`src/rtl/zr_icb2mem_if.sv`:
```
// Bus bundles for the ICB-to-memory bridge: an ICB command/response port and a
// zeroriscy-style req/gnt/rvalid memory port, each with master and slave views.
interface zr_icb_if #(parameter int AW = 32);
    logic          icb_cmd_valid;
    logic          icb_cmd_ready;
    logic [AW-1:0] icb_cmd_addr;
    logic          icb_cmd_read;
    logic [31:0]   icb_cmd_wdata;
    logic [3:0]    icb_cmd_wmask;
    logic          icb_rsp_valid;
    logic          icb_rsp_ready;
    logic [31:0]   icb_rsp_rdata;
    logic          icb_rsp_err;

    modport master (
        output icb_cmd_valid, icb_cmd_addr, icb_cmd_read, icb_cmd_wdata, icb_cmd_wmask,
        output icb_rsp_ready,
        input  icb_cmd_ready, icb_rsp_valid, icb_rsp_rdata, icb_rsp_err
    );
    modport slave (
        input  icb_cmd_valid, icb_cmd_addr, icb_cmd_read, icb_cmd_wdata, icb_cmd_wmask,
        input  icb_rsp_ready,
        output icb_cmd_ready, icb_rsp_valid, icb_rsp_rdata, icb_rsp_err
    );
endinterface

interface zr_mem_if #(parameter int AW = 32);
    logic          mem_req_o;
    logic          mem_gnt_i;
    logic          mem_rvalid_i;
    logic          mem_we_o;
    logic [3:0]    mem_be_o;
    logic [AW-1:0] mem_addr_o;
    logic [31:0]   mem_wdata_o;
    logic [31:0]   mem_rdata_i;
    logic          mem_err_i;

    modport master (
        output mem_req_o, mem_we_o, mem_be_o, mem_addr_o, mem_wdata_o,
        input  mem_gnt_i, mem_rvalid_i, mem_rdata_i, mem_err_i
    );
    modport slave (
        input  mem_req_o, mem_we_o, mem_be_o, mem_addr_o, mem_wdata_o,
        output mem_gnt_i, mem_rvalid_i, mem_rdata_i, mem_err_i
    );
endinterface

```
`src/rtl/zr_icb2mem.sv`:
```
// ICB responder that replays each command as a req/gnt/rvalid memory transaction
// and returns the memory responses in order through a credit-limited FIFO.
module zr_icb2mem #(
    parameter int AW        = 32,
    parameter int RSP_DEPTH = 2
) (
    input  logic      clk,
    input  logic      rst,
    zr_icb_if.slave   icb,
    zr_mem_if.master  mem
);
    localparam int CW = $clog2(RSP_DEPTH + 1);
    localparam int SW = CW + 1;
    localparam int PW = (RSP_DEPTH > 1) ? $clog2(RSP_DEPTH) : 1;

    typedef struct packed {
        logic [AW-1:0] addr;
        logic          read;
        logic [31:0]   wdata;
        logic [3:0]    wmask;
    } cmd_t;

    typedef struct packed {
        logic [31:0] rdata;
        logic        err;
    } rsp_t;

    function automatic logic [PW-1:0] ptr_inc(input logic [PW-1:0] p);
        return (p == PW'(RSP_DEPTH - 1)) ? '0 : p + PW'(1);
    endfunction

    logic                 cmd_vld_q, cmd_vld_d;
    cmd_t                 cmd_q, cmd_d;
    logic [CW-1:0]        out_cnt_q, out_cnt_d;
    logic [CW-1:0]        fifo_cnt_q, fifo_cnt_d;
    logic [RSP_DEPTH-1:0] typ_q, typ_d;
    logic [PW-1:0]        typ_wp_q, typ_wp_d, typ_rp_q, typ_rp_d;
    logic [PW-1:0]        rsp_wp_q, rsp_wp_d, rsp_rp_q, rsp_rp_d;
    rsp_t                 rsp_mem_q [RSP_DEPTH];
    rsp_t                 rsp_mem_d [RSP_DEPTH];

    logic          pop, push, credit_ok, req, issue, cmd_ready;
    logic [SW-1:0] credit_sum;
    rsp_t          head;

    // A pop this cycle frees a slot immediately, so the request can recover without a bubble.
    assign pop        = icb.icb_rsp_ready & (fifo_cnt_q != '0);
    assign push       = mem.mem_rvalid_i & (out_cnt_q != '0);
    assign credit_sum = (SW'(out_cnt_q) + SW'(fifo_cnt_q)) - SW'(pop);
    assign credit_ok  = credit_sum < SW'(RSP_DEPTH);
    assign req        = cmd_vld_q & credit_ok;
    assign issue      = req & mem.mem_gnt_i;
    assign cmd_ready  = ~cmd_vld_q | issue;
    assign head       = rsp_mem_q[rsp_rp_q];

    always_comb begin
        // NOTE: every variable gets its hold value first so no path leaves it unassigned (no latches).
        cmd_vld_d  = cmd_vld_q;
        cmd_d      = cmd_q;
        out_cnt_d  = out_cnt_q;
        fifo_cnt_d = fifo_cnt_q;
        typ_d      = typ_q;
        typ_wp_d   = typ_wp_q;
        typ_rp_d   = typ_rp_q;
        rsp_wp_d   = rsp_wp_q;
        rsp_rp_d   = rsp_rp_q;
        rsp_mem_d  = rsp_mem_q;

        if (icb.icb_cmd_valid & cmd_ready) begin
            cmd_vld_d = 1'b1;
            cmd_d     = '{addr: icb.icb_cmd_addr, read: icb.icb_cmd_read,
                          wdata: icb.icb_cmd_wdata, wmask: icb.icb_cmd_wmask};
        end else if (issue) begin
            cmd_vld_d = 1'b0;
        end

        if (issue & ~push)      out_cnt_d = out_cnt_q + CW'(1);
        else if (~issue & push) out_cnt_d = out_cnt_q - CW'(1);

        // The type bit of each granted command waits here until its rvalid returns.
        if (issue) begin
            typ_d[typ_wp_q] = cmd_q.read;
            typ_wp_d        = ptr_inc(typ_wp_q);
        end
        if (push) begin
            typ_rp_d                = ptr_inc(typ_rp_q);
            rsp_mem_d[rsp_wp_q]     = '{rdata: typ_q[typ_rp_q] ? mem.mem_rdata_i : 32'h0,
                                        err:   mem.mem_err_i};
            rsp_wp_d                = ptr_inc(rsp_wp_q);
        end
        if (pop) rsp_rp_d = ptr_inc(rsp_rp_q);

        if (push & ~pop)      fifo_cnt_d = fifo_cnt_q + CW'(1);
        else if (~push & pop) fifo_cnt_d = fifo_cnt_q - CW'(1);
    end

    // NOTE: state registers use non-blocking assignment so every flop samples pre-edge values.
    always_ff @(posedge clk or posedge rst) begin
        if (rst) begin
            cmd_vld_q  <= 1'b0;
            cmd_q      <= '0;
            out_cnt_q  <= '0;
            fifo_cnt_q <= '0;
            typ_q      <= '0;
            typ_wp_q   <= '0;
            typ_rp_q   <= '0;
            rsp_wp_q   <= '0;
            rsp_rp_q   <= '0;
        end else begin
            cmd_vld_q  <= cmd_vld_d;
            cmd_q      <= cmd_d;
            out_cnt_q  <= out_cnt_d;
            fifo_cnt_q <= fifo_cnt_d;
            typ_q      <= typ_d;
            typ_wp_q   <= typ_wp_d;
            typ_rp_q   <= typ_rp_d;
            rsp_wp_q   <= rsp_wp_d;
            rsp_rp_q   <= rsp_rp_d;
        end
    end

    // NOTE: response storage has no reset; an entry is only observed after a push, and the
    // output is forced to zero while the FIFO is empty.
    always_ff @(posedge clk) begin
        rsp_mem_q <= rsp_mem_d;
    end

    assign icb.icb_cmd_ready = cmd_ready;
    assign icb.icb_rsp_valid = (fifo_cnt_q != '0);
    assign icb.icb_rsp_rdata = (fifo_cnt_q != '0) ? head.rdata : 32'h0;
    assign icb.icb_rsp_err   = (fifo_cnt_q != '0) & head.err;

    // Memory-side fields are zero whenever the command stage is empty.
    assign mem.mem_req_o   = req;
    assign mem.mem_addr_o  = cmd_vld_q ? (cmd_q.addr & ~AW'(3)) : '0;
    assign mem.mem_we_o    = cmd_vld_q & ~cmd_q.read;
    assign mem.mem_be_o    = cmd_vld_q ? (cmd_q.read ? 4'hF : cmd_q.wmask) : 4'h0;
    assign mem.mem_wdata_o = cmd_vld_q ? cmd_q.wdata : 32'h0;
endmodule

```
`src/flat_wrapper.sv`:
```
// flat-port wrapper written by rule: the top's interface ports become plain ports
module zr_icb2mem_flat 
#(
    parameter int AW        = 32,
    parameter int RSP_DEPTH = 2
)
  (clk, rst, icb_icb_cmd_valid, icb_icb_cmd_addr, icb_icb_cmd_read, icb_icb_cmd_wdata, icb_icb_cmd_wmask, icb_icb_rsp_ready, icb_icb_cmd_ready, icb_icb_rsp_valid, icb_icb_rsp_rdata, icb_icb_rsp_err, mem_mem_req_o, mem_mem_we_o, mem_mem_be_o, mem_mem_addr_o, mem_mem_wdata_o, mem_mem_gnt_i, mem_mem_rvalid_i, mem_mem_rdata_i, mem_mem_err_i);
  zr_icb_if #(.AW(AW)) icb_i ();
  zr_mem_if #(.AW(AW)) mem_i ();
  input  logic clk;
  input  logic rst;
  input wire logic [$bits(icb_i.icb_cmd_valid)-1:0] icb_icb_cmd_valid;
  input wire logic [$bits(icb_i.icb_cmd_addr)-1:0] icb_icb_cmd_addr;
  input wire logic [$bits(icb_i.icb_cmd_read)-1:0] icb_icb_cmd_read;
  input wire logic [$bits(icb_i.icb_cmd_wdata)-1:0] icb_icb_cmd_wdata;
  input wire logic [$bits(icb_i.icb_cmd_wmask)-1:0] icb_icb_cmd_wmask;
  input wire logic [$bits(icb_i.icb_rsp_ready)-1:0] icb_icb_rsp_ready;
  output wire logic [$bits(icb_i.icb_cmd_ready)-1:0] icb_icb_cmd_ready;
  output wire logic [$bits(icb_i.icb_rsp_valid)-1:0] icb_icb_rsp_valid;
  output wire logic [$bits(icb_i.icb_rsp_rdata)-1:0] icb_icb_rsp_rdata;
  output wire logic [$bits(icb_i.icb_rsp_err)-1:0] icb_icb_rsp_err;
  output wire logic [$bits(mem_i.mem_req_o)-1:0] mem_mem_req_o;
  output wire logic [$bits(mem_i.mem_we_o)-1:0] mem_mem_we_o;
  output wire logic [$bits(mem_i.mem_be_o)-1:0] mem_mem_be_o;
  output wire logic [$bits(mem_i.mem_addr_o)-1:0] mem_mem_addr_o;
  output wire logic [$bits(mem_i.mem_wdata_o)-1:0] mem_mem_wdata_o;
  input wire logic [$bits(mem_i.mem_gnt_i)-1:0] mem_mem_gnt_i;
  input wire logic [$bits(mem_i.mem_rvalid_i)-1:0] mem_mem_rvalid_i;
  input wire logic [$bits(mem_i.mem_rdata_i)-1:0] mem_mem_rdata_i;
  input wire logic [$bits(mem_i.mem_err_i)-1:0] mem_mem_err_i;
  assign icb_i.icb_cmd_valid = icb_icb_cmd_valid;
  assign icb_i.icb_cmd_addr = icb_icb_cmd_addr;
  assign icb_i.icb_cmd_read = icb_icb_cmd_read;
  assign icb_i.icb_cmd_wdata = icb_icb_cmd_wdata;
  assign icb_i.icb_cmd_wmask = icb_icb_cmd_wmask;
  assign icb_i.icb_rsp_ready = icb_icb_rsp_ready;
  assign icb_icb_cmd_ready = icb_i.icb_cmd_ready;
  assign icb_icb_rsp_valid = icb_i.icb_rsp_valid;
  assign icb_icb_rsp_rdata = icb_i.icb_rsp_rdata;
  assign icb_icb_rsp_err = icb_i.icb_rsp_err;
  assign mem_mem_req_o = mem_i.mem_req_o;
  assign mem_mem_we_o = mem_i.mem_we_o;
  assign mem_mem_be_o = mem_i.mem_be_o;
  assign mem_mem_addr_o = mem_i.mem_addr_o;
  assign mem_mem_wdata_o = mem_i.mem_wdata_o;
  assign mem_i.mem_gnt_i = mem_mem_gnt_i;
  assign mem_i.mem_rvalid_i = mem_mem_rvalid_i;
  assign mem_i.mem_rdata_i = mem_mem_rdata_i;
  assign mem_i.mem_err_i = mem_mem_err_i;
  zr_icb2mem #(.AW(AW), .RSP_DEPTH(RSP_DEPTH)) u_core (.clk(clk), .rst(rst), .icb(icb_i), .mem(mem_i));
endmodule
```
`config.mk`:
```
export PLATFORM = sky130hd
export DESIGN_NAME = zr_icb2mem_flat
export DESIGN_NICKNAME = d
export VERILOG_FILES = /design/src/rtl/zr_icb2mem_if.sv /design/src/rtl/zr_icb2mem.sv /design/src/flat_wrapper.sv
export SDC_FILE = /design/constraint.sdc
export NUM_CORES = 1
export LEC_CHECK = 0
export CORE_ASPECT_RATIO = 1.2
export CORE_MARGIN = 2
export CORE_UTILIZATION = 50
export DETAILED_ROUTE_END_ITERATION = 7
export GPL_TIMING_DRIVEN = 0
export HOLD_SLACK_MARGIN = 0.03
export PLACE_DENSITY_LB_ADDON = 0.2
export RECOVER_POWER = 100
export SYNTH_ARGS = -nofsm -noshare
export SYNTH_HDL_FRONTEND = slang
export SYNTH_SLANG_ARGS = --single-unit
```
`constraint.sdc`:
```
create_clock -name clk -period 4.54 [get_ports clk]
set_clock_uncertainty 0.05 [all_clocks]
set_input_delay 0.681 -clock clk [delete_from_list [all_inputs] [get_ports clk]]
set_output_delay 0.681 -clock clk [all_outputs]
set_load 0.03 [all_outputs]
```
==> impl_metrics.prom, run 1 <==
# TYPE chip_impl_metric gauge
chip_impl_metric{name="power_density",unit="nW/um2"} 887
chip_impl_metric{name="fp.coreArea",unit="um2"} 12600
chip_impl_metric{name="drt-pass1-iter-count",unit=""} 4
chip_impl_metric{name="floorplan.die.width",unit="um"} 107
chip_impl_info{name="failed_checks",value="max-capacitance violations, max-slew violations"} 1
chip_impl_metric{name="fmax",unit="MHz"} 232
chip_impl_info{name="hold_path.class",value="register to register"} 1
chip_impl_metric{name="clock_edge_transition_at_the_registers_on_the_reported_setup_and_hold_paths",unit="ps"} 60
chip_impl_info{name="crit-reg2reg-launch",value="u_core.fifo_cnt_q[0]"} 1
chip_impl_metric{name="area_growth",unit="%"} 42.5
chip_impl_info{name="min_from",value="u_core.cmd_q[49]"} 1
chip_impl_info{name="timing.critical_path.mode_cell",value="inv_1"} 1
chip_impl_info{name="mostFrequentLayoutCell",value="clkdlybuf4s50_1"} 1
chip_impl_info{name="final_cell_mix",value="clkdlybuf4s50_1, dlygate4sd3_1, dfrtp_1"} 1
chip_impl_metric{name="synth_cells",unit=""} 448
chip_impl_metric{name="final_min_period_over_clock_period",unit="%"} 94.8
chip_impl_metric{name="grt_antenna_before_repair",unit=""} 0
chip_impl_metric{name="final_nets",unit=""} 790
chip_impl_info{name="grt_setup_unrepaired",value="false"} 1
chip_impl_metric{name="total_leakage_power",unit="nW"} 3.74
chip_impl_metric{name="drt_iter0_drc",unit=""} 111
chip_impl_metric{name="die_y",unit="um"} 128
chip_impl_metric{name="timing.final.max_slew_violations",unit=""} 134
chip_impl_metric{name="crit_arrival",unit="ps"} 3570
chip_impl_metric{name="insertedDiodeCount",unit=""} 0
chip_impl_metric{name="effective_utilization_at_floorplan",unit="%"} 50.7
chip_impl_metric{name="detailed_place_hpwl",unit="mm"} 9.89
chip_impl_metric{name="cts-htree-levels",unit=""} 4
chip_impl_metric{name="synth.lib_cells_used.distinct",unit=""} 28
chip_impl_metric{name="post-route-drc-count",unit=""} 0
chip_impl_metric{name="post_synth_instance_area",unit="um2"} 6370
chip_impl_info{name="cp_launch_type",value="register"} 1
chip_impl_metric{name="ff2ff_path_depth",unit=""} 12
chip_impl_metric{name="timing.reg2reg.setup_slack",unit="ps"} 390
chip_impl_metric{name="sinks_on_the_clock_net",unit=""} 144
chip_impl_metric{name="syn-mean-instance-area",unit="um2"} 14.2
chip_impl_metric{name="io_buffer_count",unit=""} 208
chip_impl_metric{name="post_drt_via_cell_ratio",unit=""} 4.88
chip_impl_metric{name="worst_hold_slack",unit="ps"} 439
chip_impl_info{name="critical_path.reg2reg.endpoint",value="u_core.cmd_q[63]"} 1
chip_impl_metric{name="finalWeightedCongestion",unit=""} 0.736
chip_impl_metric{name="tritoncts_buffer_count",unit=""} 17
chip_impl_metric{name="grt_first_pass_wirelength",unit="mm"} 21.9
chip_impl_info{name="critical_path_endpoint_category",value="primary output"} 1
chip_impl_info{name="critical_path_cell_sequence",value="nor2_2 -> inv_1 -> nand2_1 -> inv_1 -> ha_1 -> nand2b_1 -> fa_1 -> xor2_2 -> and3_1 -> dlygate4sd3_1"} 1
chip_impl_info{name="cpMaxStageDelayCell",value="dlygate4sd3_1"} 1
chip_impl_metric{name="area.sequential",unit="um2"} 3930
chip_impl_metric{name="worst_ir_drop_vdd",unit="V"} 0.000568
chip_impl_metric{name="fillCellCount",unit=""} 894
chip_impl_metric{name="floorplan.io_pins",unit=""} 213
chip_impl_info{name="tritoncts",value="done"} 1
chip_impl_metric{name="totalNegativeSetupSlack",unit="ps"} 0
chip_impl_metric{name="worst_hold_path.num_cells",unit=""} 1
chip_impl_metric{name="critPathMaxStageDelay",unit="ps"} 780
chip_impl_metric{name="post-route-min-period",unit="ps"} 4300
chip_impl_metric{name="multi_input_area",unit="um2"} 2170
chip_impl_info{name="path_class",value="register to primary output"} 1
chip_impl_metric{name="maximum_capacitance_violations",unit=""} 3
chip_impl_metric{name="ys.warnings.count",unit=""} 0
chip_impl_metric{name="hold_buf_cts",unit=""} 0
chip_impl_metric{name="rows",unit=""} 45
chip_impl_metric{name="finalNonFillerCells",unit=""} 854
chip_impl_metric{name="total_wirelength_of_the_detailed_routed_design",unit="mm"} 13.7
chip_impl_info{name="cts_root_buffer",value="clkbuf_16"} 1
chip_impl_metric{name="synth.yosys.seq_area_share",unit="%"} 61.8
chip_impl_metric{name="grt_max_degree",unit=""} 66
chip_impl_metric{name="tightestPinTransition",unit="ps"} 2670
chip_impl_metric{name="cts_post_setup_buffers_inserted",unit=""} 0
chip_impl_metric{name="die-area",unit="um2"} 13700
chip_impl_metric{name="post_route_cells_drive_above_1_share",unit="%"} 11.9
chip_impl_metric{name="number_of_global_route_vias_before_repair",unit=""} 4537
chip_impl_metric{name="gr-total-overflow",unit=""} 0
chip_impl_metric{name="drtAntennaViolNets",unit=""} 0
chip_impl_metric{name="wire_per_inst",unit="um"} 16.0
chip_impl_metric{name="yosys_register_bits",unit=""} 144
chip_impl_metric{name="grt_use_total",unit="%"} 20.8
chip_impl_metric{name="cp_max_fo",unit=""} 7
chip_impl_info{name="status",value="finished, violations left"} 1
chip_impl_metric{name="critical_path_required",unit="ps"} 3810
chip_impl_metric{name="clock_buffer_depth",unit=""} 2
chip_impl_metric{name="placedCellCount",unit=""} 822
chip_impl_metric{name="worst_skew_pair_later_pin_latency",unit="ps"} 410
chip_impl_info{name="min_to",value="u_core.cmd_q[49]"} 1
chip_impl_metric{name="maxSlewHeadroom",unit="%"} -78.7
chip_impl_metric{name="vias",unit=""} 4164
chip_impl_metric{name="timing.final.hold_violations",unit=""} 0
chip_impl_metric{name="setup_viol",unit=""} 0
area by class of cell:
class,count,area share [%]
buffer,27,1.20
clock buffer,20,4.97
clock inverter,12,0.952
inverter,7,0.304
multi-input combinational,271,23.9
sequential,144,43.4
tap,164,2.26
timing repair buffer,209,23.0
power breakdown:
part | switching (W) | internal (W)
Combinational | 0.00263 | 0.00191
Sequential | 0.000240 | 0.00202
Clock | 0.000531 | 0.000721
Total | 0.00340 | 0.00465
cells by family (layout without fill, tap and decap cells):
family / after synthesis / count (layout) / share of synthesized area, %
buffers and inverters: 34 / 275 / 2.71
and+or+nand+nor: 143 / 143 / 12.5
DFF: 144 / 144 / 61.8
other: 1 / 2 / 0.0589
xor gates and xnor gates: 11 / 11 / 1.63
adders and majority gates: 5 / 5 / 1.10
AOI/OAI and AO/OA: 7 / 7 / 0.865
muxes: 103 / 103 / 19.3
cells in the mapped netlist, drive strengths merged:
cell type,number,area [um2]
ha,4,50.1
and2,64,400
buf,12,90.1
nor2b,34,213
a21o,1,7.51
nand4b,1,8.76
xnor2,7,61.3
clkbuf,15,56.3
a31oi,1,12.5
o21ai,1,5.00
dfrtp,78,1950
nand2b,1,6.26
and3,2,12.5
xor2,4,42.6
nand4,1,6.26
nor2,37,139
inv,7,26.3
mux2i,34,340
fa,1,20.0
mux2,69,890
o21a,4,30.0
conb,1,3.75
edfxtp,66,1980
nand2,3,11.3
routing by layer:
metal | wire, um | up-vias | track usage (%)
met1 | 5360 | 2036 | 24.1
met4 | 162 | 0 | 7.10
met5 | 0 | - | 0
li1 | - | 1976 | -
met2 | 7110 | 141 | 36.2
met3 | 1030 | 11 | 7.14
worst max-delay path, delay by kind of cell, from the launching register on:
family / cells / cell delay, ps
buffers and inverters: 3 / 940
and+or+nand+nor: 4 / 810
adders and majority gates: 2 / 680
DFF: 1 / 430
xor gates and xnor gates: 1 / 290
state kept, by name, indices dropped and copies added, names as in the netlist:
name and cells:
u_core.rsp_wp_q 1, u_core.rsp_rp_q 1, u_core.fifo_cnt_q 2, u_core.out_cnt_q 2, u_core.typ_wp_q 1, u_core.typ_q 2, u_core.rsp_mem_q 66, u_core.cmd_vld_q 1
u_core.cmd_q 67, u_core.typ_rp_q 1
what timing repair did:
item                                    in CTS  in global routing
resized for setup                            0                  1
endpoints found under the hold margin        0                  0
endpoints found under the setup margin       0                  2
worst max-delay path by stage:
stage | startpoint | endpoint | slack, ps | cells past startpoint
after global routing | u_core.fifo_cnt_q[0] | mem_mem_req_o | 70 | 10
after global placement | icb_icb_rsp_ready | mem_mem_req_o | 480 | 9
after detailed placement | icb_icb_rsp_ready | mem_mem_req_o | 470 | 9
after floorplan | u_core.fifo_cnt_q[0] | mem_mem_req_o | 1250 | 9
after CTS | u_core.fifo_cnt_q[0] | mem_mem_req_o | 100 | 10
final | u_core.fifo_cnt_q[0] | mem_mem_req_o | 240 | 10
metrics by stage:
step | power (W) | cell area [um2] | utilization (%) | worst slack (ps)
after floorplan | 0.00550 | 6370 | - | 1250
after global placement | 0.00718 | 8660 | 68.9 | 484
after detailed placement | 0.00731 | 8700 | 69.3 | 473
after CTS | 0.00861 | 9230 | 73.5 | 103
after global routing | 0.00851 | 9070 | 72.2 | 69.9
final | 0.00805 | 9070 | 72.2 | 236
No activity file was read; power rests on OpenSTA's default activity.
==> inputs of run 2 (changes only) <==
--- a/config.mk
+++ b/config.mk
@@ -8,6 +8,7 @@
 export CORE_ASPECT_RATIO = 1.2
 export CORE_MARGIN = 2
 export CORE_UTILIZATION = 50
+export CTS_BUF_LIST = sky130_fd_sc_hd__clkbuf_8 sky130_fd_sc_hd__clkbuf_16
 export DETAILED_ROUTE_END_ITERATION = 7
 export GPL_TIMING_DRIVEN = 0
 export HOLD_SLACK_MARGIN = 0.03
==> impl_metrics.prom, run 2 (synthesis results as in run 1) <==
# TYPE chip_impl_metric gauge
chip_impl_info{name="status",value="finished, violations left"} 1
chip_impl_info{name="failed_checks",value="max-capacitance violations, max-slew violations"} 1
chip_impl_metric{name="power_density",unit="nW/um2"} 886
chip_impl_metric{name="totalNegativeSetupSlack",unit="ps"} 0
chip_impl_metric{name="timing.final.hold_violations",unit=""} 0
chip_impl_info{name="hold_path.class",value="register to register"} 1
chip_impl_metric{name="fillCellCount",unit=""} 892
chip_impl_metric{name="area.sequential",unit="um2"} 3930
chip_impl_metric{name="largest_register_ffs",unit=""} 67
chip_impl_metric{name="timing.reg2reg.setup_slack",unit="ps"} 390
chip_impl_metric{name="cp_max_fo",unit=""} 7
chip_impl_metric{name="total_wirelength_of_the_detailed_routed_design",unit="mm"} 13.6
chip_impl_metric{name="detailed_place_hpwl",unit="mm"} 9.89
chip_impl_metric{name="gr-total-overflow",unit=""} 0
chip_impl_metric{name="post-route-drc-count",unit=""} 0
chip_impl_metric{name="timing.final.max_slew_violations",unit=""} 134
chip_impl_metric{name="drt_iter0_drc",unit=""} 108
chip_impl_metric{name="drtAntennaViolNets",unit=""} 0
chip_impl_metric{name="total_leakage_power",unit="nW"} 3.75
chip_impl_metric{name="combinationalPowerShare",unit="%"} 56.4
chip_impl_metric{name="post_drt_via_cell_ratio",unit=""} 4.88
chip_impl_info{name="layout_top_registers",value="u_core.cmd_q x67, u_core.rsp_mem_q x66"} 1
chip_impl_metric{name="post_route_cells_drive_above_1_share",unit="%"} 11.7
chip_impl_metric{name="multi_input_area",unit="um2"} 2170
chip_impl_metric{name="fp.coreArea",unit="um2"} 12600
chip_impl_metric{name="grt.met3_usage",unit="%"} 7.14
chip_impl_metric{name="die-area",unit="um2"} 13700
chip_impl_metric{name="grt_use_total",unit="%"} 20.9
chip_impl_info{name="min_to",value="u_core.cmd_q[49]"} 1
chip_impl_metric{name="critical_path_required",unit="ps"} 3810
chip_impl_metric{name="setup_viol",unit=""} 0
chip_impl_metric{name="clock_buffer_depth",unit=""} 2
chip_impl_info{name="tritoncts",value="done"} 1
chip_impl_metric{name="finalWeightedCongestion",unit=""} 0.736
chip_impl_info{name="crit-reg2reg-launch",value="u_core.fifo_cnt_q[0]"} 1
chip_impl_metric{name="grt_first_pass_wirelength",unit="mm"} 21.9
chip_impl_metric{name="worst_hold_path.num_cells",unit=""} 1
chip_impl_metric{name="sinks_on_the_clock_net",unit=""} 144
chip_impl_metric{name="effective_utilization_at_floorplan",unit="%"} 50.7
chip_impl_metric{name="post-route-min-period",unit="ps"} 4310
chip_impl_info{name="min_from",value="u_core.cmd_q[49]"} 1
chip_impl_metric{name="floorplan.die.width",unit="um"} 107
chip_impl_info{name="path_class",value="register to primary output"} 1
chip_impl_metric{name="final.setup.worst_slack",unit="ps"} 234
chip_impl_metric{name="internal_power",unit="W"} 0.00464
chip_impl_metric{name="rows",unit=""} 45
chip_impl_metric{name="io_buffer_count",unit=""} 208
chip_impl_metric{name="placement.cell_area",unit="um2"} 8700
chip_impl_metric{name="wire_per_inst",unit="um"} 16.0
chip_impl_metric{name="floorplan.io_pins",unit=""} 213
chip_impl_info{name="top_register",value="u_core.cmd_q"} 1
chip_impl_metric{name="final_nets",unit=""} 790
chip_impl_metric{name="power.sequential.fraction",unit="%"} 28.1
chip_impl_metric{name="vias",unit=""} 4164
chip_impl_info{name="critical_path.reg2reg.endpoint",value="u_core.cmd_q[63]"} 1
chip_impl_metric{name="total_power",unit="W"} 0.00804
chip_impl_metric{name="crit_arrival",unit="ps"} 3570
chip_impl_metric{name="tightestPinTransition",unit="ps"} 2670
chip_impl_metric{name="insertedDiodeCount",unit=""} 0
chip_impl_info{name="grt.busiest_layer",value="met2"} 1
chip_impl_metric{name="fmax",unit="MHz"} 232
chip_impl_metric{name="power_switching_share",unit="%"} 42.3
chip_impl_metric{name="hold_buf_cts",unit=""} 0
chip_impl_metric{name="die_y",unit="um"} 128
chip_impl_info{name="mostFrequentLayoutCell",value="clkdlybuf4s50_1"} 1
chip_impl_info{name="grt_setup_unrepaired",value="false"} 1
chip_impl_metric{name="cts-htree-levels",unit=""} 4
chip_impl_metric{name="final_area",unit="um2"} 9060
chip_impl_metric{name="worst_ir_drop_vdd",unit="V"} 0.000568
chip_impl_metric{name="ff2ff_path_depth",unit=""} 12
chip_impl_metric{name="clock_edge_transition_at_the_registers_on_the_reported_setup_and_hold_paths",unit="ps"} 60
chip_impl_info{name="cts_root_buffer",value="clkbuf_16"} 1
chip_impl_metric{name="final_min_period_over_clock_period",unit="%"} 94.8
chip_impl_metric{name="met1_routing_resource_usage_after_global_routing",unit="%"} 24.2
chip_impl_info{name="critical_path_endpoint_category",value="primary output"} 1
chip_impl_metric{name="grt_antenna_before_repair",unit=""} 0
chip_impl_metric{name="maxSlewHeadroom",unit="%"} -78.6
chip_impl_metric{name="gr-usage-met2",unit="%"} 36.2
chip_impl_metric{name="worst_skew_pair_later_pin_latency",unit="ps"} 410
chip_impl_info{name="cp_launch_type",value="register"} 1
chip_impl_metric{name="drt-pass1-iter-count",unit=""} 4
chip_impl_metric{name="netSwitchingPower",unit="W"} 0.00340
chip_impl_metric{name="grt_max_degree",unit=""} 66
chip_impl_metric{name="tritoncts_buffer_count",unit=""} 17
chip_impl_info{name="final_cell_mix",value="clkdlybuf4s50_1, dlygate4sd3_1, dfrtp_1"} 1
chip_impl_metric{name="maximum_capacitance_violations",unit=""} 3
chip_impl_metric{name="clock_power_share",unit="%"} 15.5
chip_impl_metric{name="post_place_setup_slack",unit="ps"} 473
chip_impl_metric{name="area_growth",unit="%"} 42.4
chip_impl_metric{name="number_of_global_route_vias_before_repair",unit=""} 4540
[run 2: metal layers]
metal  part of all wire, %  wire length (um)  vias to the layer above
met1                    39              5380                     2038
met2                    52              7080                      137
met3                   7.4              1020                       12
met5                     0                 0                        -
li1                      -                 -                     1977
met4                   1.2               164                        0
[run 2: layout make-up]
type | count | share of cell area (%)
Buffer | 27 | 1.20
Multi-Input combinational cell | 271 | 23.9
Tap cell | 164 | 2.26
Timing Repair Buffer | 209 | 23.0
Clock inverter | 14 | 1.04
Clock buffer | 18 | 4.84
Inverter | 7 | 0.304
Sequential cell | 144 | 43.4
[run 2: worst max path at each step]
stage | start | to | slack [ps] | depth (start not counted)
final | u_core.fifo_cnt_q[0] | mem_mem_req_o | 230 | 10
after global routing | u_core.fifo_cnt_q[0] | mem_mem_req_o | 70 | 10
after CTS | u_core.fifo_cnt_q[0] | mem_mem_req_o | 100 | 10
after detailed placement | icb_icb_rsp_ready | mem_mem_req_o | 470 | 9
after global placement | icb_icb_rsp_ready | mem_mem_req_o | 480 | 9
after floorplan | u_core.fifo_cnt_q[0] | mem_mem_req_o | 1250 | 9
[run 2: through the flow]
step	utilization (%)	cells	hold WS [ps]
after global placement	68.9	821	421
after detailed placement	69.3	822	437
after global routing	72.2	854	459
after CTS	73.5	854	448
final	72.2	854	439
after floorplan	-	449	405
[run 2: power groups by stage]
stage	clock, W	sequential (W)	combinational, W
after floorplan	0	0.00218	0.00332
after global placement	0	0.00224	0.00494
after detailed placement	0	0.00227	0.00504
after CTS	0.00128	0.00226	0.00507
after global routing	0.00132	0.00232	0.00486
final	0.00124	0.00226	0.00453
[run 2: critical path, stage by stage (launching register included)]
cell and delay, ps:
dfrtp_1 430, nor2_2 310, inv_1 100, nand2_1 160, inv_1 60, ha_1 270
nand2b_1 150, fa_1 410, xor2_2 290, and3_1 190, dlygate4sd3_1 780
[run 2: timing repair]
item	CTS	global route
setup endpoints to repair	0	2
buffers inserted	0	0
hold endpoints to repair	0	0
resized for setup	0	1
